--- config.mk ---
export PLATFORM = sky130hd
export DESIGN_NAME = uart_tx_ctrl_flat
export DESIGN_NICKNAME = d
export VERILOG_FILES = /design/src/rtl/uart_tx_ctrl_if.sv /design/src/rtl/uart_tx_ctrl.sv /design/src/flat_wrapper.sv
export SDC_FILE = /design/constraint.sdc
export NUM_CORES = 1
export LEC_CHECK = 0
export ABC_AREA = 0
export CAP_MARGIN = 25
export CORE_MARGIN = 4
export CORE_UTILIZATION = 53
export CTS_CLUSTER_SIZE = 16
export DETAILED_ROUTE_END_ITERATION = 8
export PLACE_DENSITY = 0.93
export SLEW_MARGIN = 10
export SYNTH_ARGS = -nofsm -noshare
export SYNTH_HDL_FRONTEND = slang
export SYNTH_SLANG_ARGS = --single-unit
--- constraint.sdc ---
create_clock -name clk -period 3.9 [get_ports clk]
set_input_delay 0.39 -clock clk [delete_from_list [all_inputs] [get_ports clk]]
set_output_delay 0.39 -clock clk [all_outputs]
set_load 0.01 [all_outputs]
--- src/rtl/uart_tx_ctrl_if.sv ---
// Handshake and baud-counter signals between a UART transmit controller and its environment.
// master: upstream source plus baud counter; slave: the transmit controller.
interface uart_tx_ctrl_if #(
  parameter int unsigned FRAME_WIDTH = 8
);
  logic [FRAME_WIDTH-1:0] tx_data;
  logic                   tx_valid;
  logic                   tx_ready;
  logic                   cnt_done;
  logic                   cnt_en;
  logic                   tx_serial;
  logic                   tx_busy;
  logic                   tx_done;

  modport master (
    output tx_data, tx_valid, cnt_done,
    input  tx_ready, cnt_en, tx_serial, tx_busy, tx_done
  );

  modport slave (
    input  tx_data, tx_valid, cnt_done,
    output tx_ready, cnt_en, tx_serial, tx_busy, tx_done
  );
endinterface

--- src/rtl/uart_tx_ctrl.sv ---
// UART transmit controller: serialises one word per frame (start, data LSB first, stop) paced by cnt_done.
// Optional parity bit between data and stop when UART_TX_PARITY_EN is defined.
module uart_tx_ctrl #(
  parameter int unsigned FRAME_WIDTH = 8,
  parameter int unsigned PARITY_ODD  = 0
) (
  input logic           clk,
  input logic           rst,
  uart_tx_ctrl_if.slave bus
);
  localparam int unsigned IDX_W = (FRAME_WIDTH > 1) ? $clog2(FRAME_WIDTH) : 1;
  localparam logic [IDX_W-1:0] LAST_IDX = IDX_W'(FRAME_WIDTH - 1);

  if (FRAME_WIDTH == 0 || FRAME_WIDTH > 16 || PARITY_ODD > 1) begin : g_param_check
    $error("uart_tx_ctrl: unsupported FRAME_WIDTH or PARITY_ODD");
  end

`ifdef UART_TX_PARITY_EN
  typedef enum logic [2:0] {IDLE, START, DATA, PARITY, STOP} state_t;
`else
  typedef enum logic [1:0] {IDLE, START, DATA, STOP} state_t;
`endif

  state_t                 state;
  logic [FRAME_WIDTH-1:0] shift;
  logic [FRAME_WIDTH-1:0] shift_nxt;
  logic [IDX_W-1:0]       bit_idx;

`ifdef UART_TX_PARITY_EN
  // Parity uses an untouched copy of the word since the shift register is consumed.
  logic [FRAME_WIDTH-1:0] data_cap;
  logic                   parity_bit;
  assign parity_bit = (^data_cap) ^ 1'(PARITY_ODD);
`endif

  assign shift_nxt    = shift >> 1;
  assign bus.tx_ready = (state == IDLE);

  always_ff @(posedge clk) begin
    if (rst) begin
      state         <= IDLE;
      shift         <= '0;
      bit_idx       <= '0;
      bus.tx_serial <= 1'b1;
      bus.cnt_en    <= 1'b0;
      bus.tx_busy   <= 1'b0;
      bus.tx_done   <= 1'b0;
`ifdef UART_TX_PARITY_EN
      data_cap      <= '0;
`endif
    end else begin
      bus.tx_done <= 1'b0;
      unique case (state)
        IDLE: begin
          bus.tx_serial <= 1'b1;
          bus.cnt_en    <= 1'b0;
          if (bus.tx_valid && bus.tx_ready) begin
            shift         <= bus.tx_data;
            bit_idx       <= '0;
            bus.cnt_en    <= 1'b1;
            bus.tx_serial <= 1'b0;
            bus.tx_busy   <= 1'b1;
            state         <= START;
`ifdef UART_TX_PARITY_EN
            data_cap      <= bus.tx_data;
`endif
          end
        end
        START: begin
          if (bus.cnt_done) begin
            bus.tx_serial <= shift[0];
            state         <= DATA;
          end
        end
        DATA: begin
          if (bus.cnt_done) begin
            if (bit_idx == LAST_IDX) begin
`ifdef UART_TX_PARITY_EN
              bus.tx_serial <= parity_bit;
              state         <= PARITY;
`else
              bus.tx_serial <= 1'b1;
              state         <= STOP;
`endif
            end else begin
              shift         <= shift_nxt;
              bit_idx       <= bit_idx + IDX_W'(1);
              bus.tx_serial <= shift_nxt[0];
            end
          end
        end
`ifdef UART_TX_PARITY_EN
        PARITY: begin
          if (bus.cnt_done) begin
            bus.tx_serial <= 1'b1;
            state         <= STOP;
          end
        end
`endif
        STOP: begin
          if (bus.cnt_done) begin
            state         <= IDLE;
            bus.cnt_en    <= 1'b0;
            bus.tx_busy   <= 1'b0;
            bus.tx_done   <= 1'b1;
            bus.tx_serial <= 1'b1;
          end
        end
        default: state <= IDLE;
      endcase
    end
  end
endmodule

--- src/flat_wrapper.sv ---
// flat-port wrapper written by rule: the top's interface ports become plain ports
module uart_tx_ctrl_flat 
#(
  parameter int unsigned FRAME_WIDTH = 8,
  parameter int unsigned PARITY_ODD  = 0
)
  (clk, rst, bus_tx_data, bus_tx_valid, bus_cnt_done, bus_tx_ready, bus_cnt_en, bus_tx_serial, bus_tx_busy, bus_tx_done);
  uart_tx_ctrl_if #(.FRAME_WIDTH(FRAME_WIDTH)) bus_i ();
  input logic clk;
  input logic rst;
  input wire logic [$bits(bus_i.tx_data)-1:0] bus_tx_data;
  input wire logic [$bits(bus_i.tx_valid)-1:0] bus_tx_valid;
  input wire logic [$bits(bus_i.cnt_done)-1:0] bus_cnt_done;
  output wire logic [$bits(bus_i.tx_ready)-1:0] bus_tx_ready;
  output wire logic [$bits(bus_i.cnt_en)-1:0] bus_cnt_en;
  output wire logic [$bits(bus_i.tx_serial)-1:0] bus_tx_serial;
  output wire logic [$bits(bus_i.tx_busy)-1:0] bus_tx_busy;
  output wire logic [$bits(bus_i.tx_done)-1:0] bus_tx_done;
  assign bus_i.tx_data = bus_tx_data;
  assign bus_i.tx_valid = bus_tx_valid;
  assign bus_i.cnt_done = bus_cnt_done;
  assign bus_tx_ready = bus_i.tx_ready;
  assign bus_cnt_en = bus_i.cnt_en;
  assign bus_tx_serial = bus_i.tx_serial;
  assign bus_tx_busy = bus_i.tx_busy;
  assign bus_tx_done = bus_i.tx_done;
  uart_tx_ctrl #(.FRAME_WIDTH(FRAME_WIDTH), .PARITY_ODD(PARITY_ODD)) u_core (.clk(clk), .rst(rst), .bus(bus_i));
endmodule
==> impl_metrics.env, run 1 <==
export IMPL_status="finished, final reports clean"
export IMPL_initial_core_util_pct=56.90
export IMPL_grt_pass1_wl_um=2932
export IMPL_grt_max_degree=19
export IMPL_synth_cell_type_count=23
export IMPL_port_buffers=16
export IMPL_wirelength_um=1628
export IMPL_final_cells=122
export IMPL_cts_resized=0
export IMPL_clock_path_buffers=2
export IMPL_vias=698
export IMPL_dp_hpwl_um=1192
export IMPL_r2r_end="u_core.shift[4]"
export IMPL_drt_iter0_markers=9
export IMPL_final_area_mm2=0.001044
export IMPL_antenna_cells=0
export IMPL_power_w=0.0007642
export IMPL_dr_max_layer_used="met4"
export IMPL_met1_length_um=687
export IMPL_die_w_um=48.45
export IMPL_whs_path_depth=2
export IMPL_ys_warnings_count=0
export IMPL_hold_viol=0
export IMPL_fmax_ghz=0.4514
export IMPL_syn_num_nets=109
export IMPL_period_minus_slack_ns=2.215
export IMPL_fin_ws_ns=1.685
export IMPL_min_delay_start="u_core.bit_idx[2]"
export IMPL_cts_setup_buffers=0
export IMPL_wl_met2_um=836
export IMPL_clk_pin_slew_ns=0.10
export IMPL_place_area_mm2=0.001017
export IMPL_critPathLaunchType="flip-flop"
export IMPL_synth_seq_cells=17
export IMPL_drv_slew=0
export IMPL_wl_met3_um=68
export IMPL_slew_headroom_pct=54.05
export IMPL_drtPass1Iterations=4
export IMPL_nFillCells=111
export IMPL_r2r_setup_slack_ns=1.68
export IMPL_cts_tree="yes"
export IMPL_worst_pin_slew_ns=0.6893
export IMPL_vias_per_cell=5.721
export IMPL_r2r_cells=6
export IMPL_required_ns=4.10
export IMPL_netlist_area_um2=867.1
export IMPL_cts_root_buffer="clkbuf_4"
export IMPL_fp_row_count=14
export IMPL_leakage_nw=0.3957
export IMPL_grtUsageTotal_pct=15.60
export IMPL_ant_nets=0
export IMPL_layout_common_cells="dfxtp_1, clkdlybuf4s50_1, nor2_1"
export IMPL_cts_sinks=17
export IMPL_place_gp_congestion=0.8399
export IMPL_hold_path_class="reg -> reg"
export IMPL_arrival_ns=2.42
export IMPL_die_area_mm2=0.002347
export IMPL_max_cap_viol_count=0
export IMPL_hold_buffers=0
export IMPL_gr_total_overflow=0
export IMPL_netlist_instances=91
export IMPL_power_per_cell_area_mw_per_mm2=732.4
export IMPL_htree_levels=1
export IMPL_worstHoldEndpoint="u_core.bit_idx[2]"
export IMPL_finClkSkew_ns=0.003711
export IMPL_fin_crit_sh_pct=56.80
export IMPL_grt_pass1_vias=687
export IMPL_drcViolationCount=0
export IMPL_antenna_found_initial=0
export IMPL_routedWlPerCell_um=13.34
export IMPL_fp_dieH_um=48.45
export IMPL_syn_area_per_cell_um2=9.528
export IMPL_ir_drop_mv=0.3726
export IMPL_endpoint_kind="flip-flop"
export IMPL_post_place_cells=118
export IMPL_mostFrequentLayoutCell="dfxtp_1"
export IMPL_clock_latency_ns=0.29
export IMPL_drive_gt1_share_pct=8.491
export IMPL_seq_area_frac_synth_pct=39.25
export IMPL_setup_viol=0
export IMPL_cp_max_fo=18
export IMPL_boundaryPins=17
export IMPL_nets=125
export IMPL_critPathKind="reg -> reg"
export IMPL_r2r_start="u_core.state[0]"
export IMPL_area_growth_pct=20.35
export IMPL_pre_cts_ws_ns=1.706
export IMPL_rsz0062_at_grt="false"
export IMPL_finalSetupTns_ns=0
export IMPL_numCtsBuffers=3
export IMPL_core_area_mm2=0.001524
==> worst max-delay path by stage <==
stage | from | end | slack [ns] | cells after the start
after floorplan | u_core.state[0] | u_core.shift[5] | 2.19 | 7
after global placement | bus_cnt_done | u_core.bit_idx[2] | 1.77 | 5
after detailed placement | u_core.state[0] | u_core.shift[6] | 1.71 | 6
after CTS | u_core.state[0] | u_core.shift[6] | 1.67 | 6
after global routing | u_core.state[0] | u_core.shift[1] | 1.45 | 6
final | u_core.state[0] | u_core.shift[4] | 1.68 | 6
==> logic make-up after synthesis <==
logic type      share of synthesized area, %
compound gates                         20.20
buf+inv                                4.762
fa+ha+maj                              8.658
simple gates                           15.58
mux                                    11.54
flops                                  39.25
==> Yosys cell counts, drive strengths merged <==
cell type / n / share of area, %
nor3: 1 / 0.58
dfxtp: 17 / 39
o21ai: 1 / 0.58
a221o: 1 / 1.2
nor2: 16 / 7.2
clkbuf: 3 / 1.3
nor3b: 1 / 0.87
a211oi: 12 / 14
nand2: 5 / 2.2
mux2i: 10 / 12
a22oi: 1 / 0.87
o21ba: 1 / 1.2
ha: 6 / 8.7
a21oi: 5 / 2.9
nand4b: 1 / 1.0
and2b: 1 / 0.87
nand2b: 4 / 2.9
buf: 2 / 2.2
inv: 3 / 1.3
==> worst max-delay path, stage by stage (launching register included) <==
cell and delay, ns:
dfxtp_1 0.35, inv_1 0.10, ha_1 0.61, nor2_2 0.13
a211oi_4 0.63, nor2_1 0.10, a211oi_1 0.21
==> through the flow <==
stage	hold slack, ns	util (%)
final	0.4841	68.47
after global routing	0.5028	68.47
after CTS	0.4837	68.47
after detailed placement	0.4683	66.75
after global placement	0.4560	66.75
after floorplan	0.4435	-
==> routing by layer <==
layer,vias up,track usage [%]
met2,12,26.96
li1,353,-
met3,4,2.147
met1,329,17.68
met4,0,9.677
met5,-,0
==> where the power goes <==
group	switching, W	internal, W
combinational	0.000217	0.000191
sequential	0.0000340	0.000229
clock	0.0000537	0.0000398
==> final cells by class <==
type / instances / area (um2) / share of cell area (%)
inverter: 3 / 11.26 / 1.079
sequential: 17 / 340.3 / 32.61
timing repair buffer: 16 / 160.2 / 15.35
multi-input combinational: 66 / 485.5 / 46.52
clock buffer: 4 / 26.28 / 2.518
tap: 16 / 20.02 / 1.918
==> flip-flops by register name, indices dropped and copies added, names as in the netlist <==
register              flops
u_core.shift              8
u_core.bus.cnt_en         1
u_core.bus.tx_busy        1
u_core.bit_idx            3
u_core.bus.tx_serial      1
u_core.bus.tx_done        1
u_core.state              2
Power figures use the tool's default switching activity.
==> run 2: changes to the inputs <==
Settings changed: CORE_UTILIZATION 53 to 44, PLACE_DENSITY 0.93 to 0.83.
Clock period 3.9 ns to 1.9 ns, I/O delays scaled along.
==> impl_metrics.env, run 2 (synthesized netlist as in run 1, its figures left out) <==
export IMPL_status="finished, final reports clean"
export IMPL_drtPass1Iterations=4
export IMPL_period_minus_slack_ns=1.828
export IMPL_drcViolationCount=0
export IMPL_fp_row_count=15
export IMPL_path_delay_family="buffers and inverters"
export IMPL_grt_max_degree=19
export IMPL_core_area_mm2=0.001802
export IMPL_critPathLaunchType="flip-flop"
export IMPL_final_area_mm2=0.001092
export IMPL_arrival_ns=1.64
export IMPL_layout_common_cells="dfxtp_1, clkdlybuf4s50_1, nor2_1"
export IMPL_required_ns=1.71
export IMPL_clk_pin_slew_ns=0.10
export IMPL_slew_headroom_pct=55.47
export IMPL_max_stage_delay_ns=0.54
export IMPL_boundaryPins=17
export IMPL_wirelength_um=1716
export IMPL_power_per_cell_area_mw_per_mm2=1563
export IMPL_wl_met3_um=70
export IMPL_hold_path_class="reg -> reg"
export IMPL_regMostFlops="u_core.shift"
export IMPL_fmax_ghz=0.5469
export IMPL_grt_pass1_wl_um=2808
export IMPL_cp_max_fo=5
export IMPL_htree_levels=1
export IMPL_hold_viol=0
export IMPL_crit_buf_inv=3
export IMPL_place_area_mm2=0.001064
export IMPL_place_gp_congestion=0.8284
export IMPL_port_buffers=16
export IMPL_largest_reg_flops=8
export IMPL_routedWlPerCell_um=12.81
export IMPL_area_growth_pct=25.97
export IMPL_fin_crit_sh_pct=96.23
export IMPL_cp_cell_sequence="inv_1 -> ha_2 -> buf_4 -> clkdlybuf4s50_1"
export IMPL_final_core_util_pct=60.62
export IMPL_wl_met2_um=852
export IMPL_hold_buffers=0
export IMPL_drive_gt1_share_pct=11.93
export IMPL_vias_per_cell=5.209
export IMPL_antenna_found_initial=0
export IMPL_clock_latency_ns=0.29
export IMPL_die_w_um=52.39
export IMPL_leakage_nw=0.4138
export IMPL_drv_slew=0
export IMPL_vias=698
export IMPL_endpoint_kind="primary output"
export IMPL_ir_drop_mv=0.6412
export IMPL_antenna_cells=0
export IMPL_finClkSkew_ns=0.002525
export IMPL_numCtsBuffers=3
export IMPL_ant_nets=0
export IMPL_rsz0062_at_grt="false"
export IMPL_cts_tree="yes"
export IMPL_cts_root_buffer="clkbuf_4"
export IMPL_cts_setup_buffers=0
export IMPL_finalSetupTns_ns=0
export IMPL_drt_iter0_markers=11
export IMPL_met1_length_um=743
export IMPL_fp_dieH_um=52.39
export IMPL_grtUsageTotal_pct=14.10
export IMPL_initial_core_util_pct=48.13
export IMPL_worst_pin_slew_ns=0.6659
export IMPL_dr_max_layer_used="met4"
export IMPL_cts_sinks=17
export IMPL_nets=128
export IMPL_mostFrequentLayoutCell="dfxtp_1"
export IMPL_die_area_mm2=0.002745
export IMPL_clock_path_buffers=2
export IMPL_largestRegisters="u_core.shift (8), u_core.bit_idx (3), u_core.state (2)"
export IMPL_crit_slowest_cell="clkdlybuf4s50_1"
export IMPL_max_cap_viol_count=0
export IMPL_dp_hpwl_um=1306
export IMPL_setup_viol=0
export IMPL_gr_total_overflow=0
export IMPL_grt_pass1_vias=678
export IMPL_critPathKind="reg -> out"
## run 2: cell types whose count changed in the layout (fill, tap and decap cells not counted), sizes merged
cell,before,now
buf,0,3
## run 2: timing repair
action	CTS	global route
endpoints found under the setup margin	0	1
endpoints found under the hold margin	0	0
resized for setup	0	1
## run 2: tightest hold or removal path, stage by stage, from the launching register on
cell and delay, ns:
dfxtp_1 0.32, nand2b_1 0.06, a21oi_1 0.05
## run 2: per-layer routing
metal	global-route usage [%]	vias to the layer above
met4	8.936	0
li1	-	356
met1	14.76	319
met3	1.994	5
met5	0	-
met2	25.83	18
## run 2: report_power, final
part           switching (W)  internal, W  total (W)
Clock               0.000115    0.0000818   0.000197
Combinational       0.000480     0.000493   0.000973
Sequential         0.0000679     0.000470   0.000538
Total               0.000663      0.00104    0.00171
## run 2: layout make-up
type,instances,area [um2]
well taps,25,31.28
fillers,152,709.4
repair buffers,19,195.2
clock buffers,4,26.28
inverters,3,11.26
flip-flops and latches,17,340.3
multi-input cells,66,488.0
## run 2: final timing paths
path	from	endpoint	slack [ns]	depth (start not counted)
worst max-delay path	u_core.state[0]	bus_tx_ready	0.07	4
worst max register to register	u_core.bit_idx[0]	u_core.shift[3]	0.14	7
worst min register to register	u_core.shift[7]	u_core.shift[7]	0.48	2
worst min-delay path	u_core.shift[7]	u_core.shift[7]	0.48	2
## run 2: through the flow
| step | hold slack (ns) | std cells | total power [W] | worst slack [ns] |
|---|---|---|---|---|
| final | 0.4770 | 134 | 0.001707 | 0.07162 |
| after global routing | 0.5044 | 134 | 0.001829 | 0.002937 |
| after CTS | 0.4799 | 134 | 0.001713 | 0.03009 |
| after detailed placement | 0.4640 | 130 | 0.001514 | 0.1624 |
| after global placement | 0.4562 | 130 | 0.001479 | 0.1840 |
| after floorplan | 0.3275 | 91 | 0.001219 | 0.1943 |
